--- config.mk ---
export PLATFORM = sky130hd
export DESIGN_NAME = dsp_simd_add
export DESIGN_NICKNAME = d
export VERILOG_FILES = /design/src/rtl/dsp_simd_add.sv
export SDC_FILE = /design/constraint.sdc
export NUM_CORES = 1
export LEC_CHECK = 0
export ABC_AREA = 1
export BUFFER_PORTS_ARGS = -buffer_cell sky130_fd_sc_hd__buf_2
export CORE_AREA = 3 3 40 42
export DETAILED_ROUTE_END_ITERATION = 8
export DIE_AREA = 0 0 43 45
export PLACE_DENSITY = 0.61
export SYNTH_ARGS = -nofsm -noshare
export SYNTH_HDL_FRONTEND = slang
export SYNTH_SLANG_ARGS = --single-unit
--- constraint.sdc ---
create_clock -name vclk -period 2.4
set_clock_uncertainty 0.05 [all_clocks]
set_input_delay 0.12 -clock vclk [all_inputs]
set_output_delay 0.12 -clock vclk [all_outputs]
set_load 0.01 [all_outputs]
--- src/rtl/dsp_simd_add.sv ---
// -----------------------------------------------------------------------------
// dsp_simd_add
//
// Lane-parallel (SIMD) two-operand adder modelled on the DSP-slice ALU.
// Packs 1, 2 or 3 independent WIDTH-bit unsigned additions into one 48-bit
// datapath. Each lane produces a wrapped sum and its own carry-out. No carry
// ever crosses from one lane into the next.
//
// Parameters:
//   WIDTH  bits per lane (LANES=1: 1..48, LANES=2: 1..24, LANES=3: 1..12)
//   LANES  number of independent lanes (1, 2 or 3)
//
// Ports:
//   clock  in   1            clock; only used when the output register exists
//   reset  in   1            asynchronous, active-low reset
//   a      in   LANES*WIDTH  operand A; lane i at [i*WIDTH +: WIDTH]
//   b      in   LANES*WIDTH  operand B; same packing as a
//   y      out  LANES*WIDTH  per-lane wrapped sums; same packing as a
//   co     out  LANES        per-lane unsigned carry-out; bit i is lane i
//
// Build option:
//   DSP_SIMD_ADD_PREG_EN  When defined, adds one output register stage
//                         (PREG equivalent), giving a latency of 1 cycle.
//                         When undefined, y/co are combinational from a/b
//                         and are forced to 0 while reset is low.
// -----------------------------------------------------------------------------
module dsp_simd_add #(
    parameter int WIDTH = 8,
    parameter int LANES = 1
) (
    input  logic                   clock,
    input  logic                   reset,
    input  logic [LANES*WIDTH-1:0] a,
    input  logic [LANES*WIDTH-1:0] b,
    output logic [LANES*WIDTH-1:0] y,
    output logic [LANES-1:0]       co
);

    // Segment width of the 48-bit ALU: ONE48, TWO24 or FOUR12 carry breaks.
    localparam int SEG_W = (LANES == 1) ? 48 : (LANES == 2) ? 24 : 12;
    localparam int N_SEG = 48 / SEG_W;
    localparam int SUM_W = SEG_W + 1;

    generate
        if (LANES < 1 || LANES > 3) begin : g_bad_lanes
            $error("dsp_simd_add: LANES must be 1, 2 or 3 (got %0d)", LANES);
        end
        if (WIDTH < 1 || WIDTH > SEG_W) begin : g_bad_width
            $error("dsp_simd_add: WIDTH %0d out of range 1..%0d for LANES=%0d",
                   WIDTH, SEG_W, LANES);
        end
    endgenerate

    logic [47:0]            a_ext;
    logic [47:0]            b_ext;
    logic [N_SEG*SUM_W-1:0] seg_sum;
    logic [LANES*WIDTH-1:0] sum_y;
    logic [LANES-1:0]       sum_co;

    // Zero-extend every lane into the low bits of its segment. Segments
    // without a lane (the top 12 bits in 3-lane mode) stay tied to 0.
    // NOTE: every variable written in always_comb gets a full default first,
    // so no path through the block can leave it unassigned and infer a latch.
    always_comb begin
        a_ext = '0;
        b_ext = '0;
        for (int l = 0; l < LANES; l++) begin
            a_ext[l*SEG_W +: WIDTH] = a[l*WIDTH +: WIDTH];
            b_ext[l*SEG_W +: WIDTH] = b[l*WIDTH +: WIDTH];
        end
    end

    // Segment-wise add: each segment gets its own one-bit-wider adder, so a
    // segment carry is kept locally and never ripples into the next segment.
    always_comb begin
        seg_sum = '0;
        for (int s = 0; s < N_SEG; s++) begin
            seg_sum[s*SUM_W +: SUM_W] = {1'b0, a_ext[s*SEG_W +: SEG_W]}
                                      + {1'b0, b_ext[s*SEG_W +: SEG_W]};
        end
    end

    // The lane sum is the low WIDTH bits of its segment; the lane carry is
    // bit WIDTH. When WIDTH equals SEG_W that bit is the segment carry.
    always_comb begin
        sum_y  = '0;
        sum_co = '0;
        for (int l = 0; l < LANES; l++) begin
            sum_y[l*WIDTH +: WIDTH] = seg_sum[l*SUM_W +: WIDTH];
            sum_co[l]               = seg_sum[l*SUM_W + WIDTH];
        end
    end

    // Upper segment bits above WIDTH (and the idle top segment) are never
    // routed to an output; fold them here so they read as intentionally dead.
    logic unused_seg;
    assign unused_seg = ^seg_sum;

`ifdef DSP_SIMD_ADD_PREG_EN
    logic [LANES*WIDTH-1:0] y_d;
    logic [LANES*WIDTH-1:0] y_q;
    logic [LANES-1:0]       co_d;
    logic [LANES-1:0]       co_q;

    always_comb begin
        y_d  = sum_y;
        co_d = sum_co;
    end

    // NOTE: sequential state uses non-blocking assignments so every flop
    // samples its input from before the edge, regardless of block ordering.
    always_ff @(posedge clock or negedge reset) begin
        if (!reset) begin
            y_q  <= '0;
            co_q <= '0;
        end else begin
            y_q  <= y_d;
            co_q <= co_d;
        end
    end

    assign y  = y_q;
    assign co = co_q;
`else
    // Purely combinational build: the clock has no role.
    logic unused_clock;
    assign unused_clock = clock;

    // Reset gates the outputs directly; there is no state to clear.
    always_comb begin
        y  = reset ? sum_y  : '0;
        co = reset ? sum_co : '0;
    end
`endif

endmodule

==> key figures <==
Status
  • Outcome: complete, no violations

Floorplan
  • Site Rows: 13
  • Number of top-level pins: 27
  • Chip Width: 43 um
  • Full die area: 1940 um2
  • Starting density of the core: 0.304
  • Die Y: between 40 and 50 um
  • Placeable core region: 1280 um2

Timing
  • Fmax achieved: 625 MHz
  • Total negative slack: 0 ns
  • Max-Slew Margin vs Limit: 0.873
  • Number of failing hold endpoints at the final stage: 0
  • Slew at the pin closest to its max-slew limit: 0.191 ns
  • Shortest clock period the worst path allows after layout: ~1.6 ns
  • Fin crit share: 0.667
  • Worst-case hold slack: 0.567 ns
  • RSZ-0062 raised after global routing: no
  • Max-slew violations: 0
  • Final setup vio count: 0
  • Worst path setup slack after routing: 0.800 ns

Global route
  • Global route total overflow: 0
  • Global-route wire length before repair: 1580 um
  • Maximum number of pins on one net before global-route repair: 10
  • Antenna violations before repair: 0
  • GR Util All Layers: 0.0980
  • Number of global-route vias before repair: roughly 430

Worst setup path
  • Slowest cell on crit path: sky130_fd_sc_hd__fa_1
  • Worst endpoint data arrival time: 1.43 ns
  • Kind of cell with the highest combined delay on the critical path: adder cells
  • Library cell appearing most often on the critical path: sky130_fd_sc_hd__nand2_1
  • Delay of the slowest cell on the worst path: 0.40 ns
  • Worst endpoint required time: 2.23 ns
  • Startpoint type of the worst setup path: input port
  • Critical path peak fanout: 3
  • Setup Crit Path Kind: in2out
  • CP cell instances: buf_2 > ha_1 > fa_1 > nand2_1 > nand2_1 > nand3b_1 > nand2_1 > nand2_1 > nand2_1 > nor2_1 > buf_2
  • Critical Path Sink Type: output pin
  • Worst path bufs/invs: 2

Layout
  • Diode insertion count for antenna repair: 0
  • Finished Core Util: 0.411
  • Area taken by multi-input logic gates: 345 um2
  • Net total in the final layout: 123
  • Layout overhead on the synthesized area: 35.3%
  • Proportion of layout cells with a drive suffix above 1: 0.298
  • Number of sequential cells: 0
  • Fill cells: 159
  • Layout clock buffer count: 0
  • Sequential cell area: 0 um2

Route
  • Via density per instance: 4.51
  • Final ANT Viol Nets: 0
  • DRC violation count after routing: 0
  • Total Routed Length: 918 um
  • Initial DRT Pass Iterations: 3
  • DR vias: a little under 500
  • Starting DRC count in detailed routing: 4
  • Mean routed wirelength per cell: approximately 8.4 um

Clock network
  • Cells resized by post-CTS repair: 0
  • Buffers inserted by post-CTS timing repair: 0
  • Hold bufs inserted after CTS: 0

Placed design
  • Detailed placement HPWL: approximately 830 um
  • Weighted congestion at the end of routability-driven global placement: 0.744
  • I/O Buffers: 26
  • Pre-CTS WS: 0.784 ns

Pwr
  • Worst VDD drop: 0.000101 V
  • Power per cell area: 229 nW/um2
  • Leakage power: 0.000339 uW
  • Design Power: roughly 120 uW

Yosys
  • Syn. warnings: 0
  • Net count after synthesis: 96
  • Part of the Yosys area used for sequential elements: 0
  • Mean Syn Cell Area: 5.66 um2
  • Number of standard cells after synthesis: 69
  • Synthesized area: 390 um2
  • Number of library cell types mapped by synthesis: 15

Min path
  • Worst min path class: in2out

Job
  • Max Cap Viol: 0
==> synth_stat cells <==
cell | n | area share
sky130_fd_sc_hd__a21oi_1 | 8 | 0.10
sky130_fd_sc_hd__inv_1 | 9 | 0.087
sky130_fd_sc_hd__ha_1 | 8 | 0.26
sky130_fd_sc_hd__and2_4 | 1 | 0.022
sky130_fd_sc_hd__nand2_1 | 22 | 0.21
sky130_fd_sc_hd__nand3_1 | 3 | 0.038
sky130_fd_sc_hd__nand3b_1 | 1 | 0.019
sky130_fd_sc_hd__or2_0 | 1 | 0.016
sky130_fd_sc_hd__nor2_1 | 9 | 0.087
sky130_fd_sc_hd__o21ai_0 | 2 | 0.026
sky130_fd_sc_hd__fa_1 | 1 | 0.051
sky130_fd_sc_hd__a21boi_1 | 1 | 0.019
sky130_fd_sc_hd__buf_6 | 1 | 0.029
sky130_fd_sc_hd__nand2_2 | 1 | 0.016
sky130_fd_sc_hd__o21a_1 | 1 | 0.019
==> worst paths after layout <==
kind / slack [ns] / startpoint / cells past startpoint / to
hold / removal: 0.57 / reset / 4 / y[0]
setup / recovery: 0.80 / a[0] / 11 / y[6]
==> cell families after synthesis <==
group | Yosys count | synth area share
adders and majority gates | 9 | 0.308
and+or+nand+nor | 38 | 0.410
AOI/OAI and AO/OA | 12 | 0.167
buffers and inverters | 10 | 0.115
==> stage by stage <==
stage / std cells / instance area (um2)
finish: 109 / 528
global route: 109 / 528
CTS: 109 / 528
detailed placement: 109 / 528
global placement: 109 / 528
floorplan: 69 / 390
==> report_power, final <==
part	switching [uW]	total, uW	internal [uW]	leakage, uW
logic	65.8	121	54.8	0.000339
registers	0	0	0	0
clock network	0	0	0	0
==> area by class of cell <==
| cell class | instances | area share |
|---|---|---|
| multi-input cells | 59 | 0.654 |
| inverters | 9 | 0.0640 |
| repair buffers | 26 | 0.246 |
| well taps | 15 | 0.0355 |
==> per-layer routing <==
| metal | vias to the layer above | global-route usage | part of all wire |
|---|---|---|---|
| li1 | 271 | - | - |
| met1 | 200 | 0.144 | 0.49 |
| met2 | 21 | 0.171 | 0.41 |
| met3 | 0 | 0.00398 | 0.10 |
| met4 | 0 | 0 | 0 |
| met5 | - | 0 | 0 |
==> placed cells by master (no fill, tap or decap), types with 2 or more instances in the layout <==
cell                      instances
sky130_fd_sc_hd__a21oi_1          8
sky130_fd_sc_hd__nand3_1          3
sky130_fd_sc_hd__ha_1             8
sky130_fd_sc_hd__buf_2           26
sky130_fd_sc_hd__nand2_1         22
sky130_fd_sc_hd__inv_1            9
sky130_fd_sc_hd__o21ai_0          2
sky130_fd_sc_hd__nor2_1           9
Note: power is estimated with default switching activity, not from simulation.
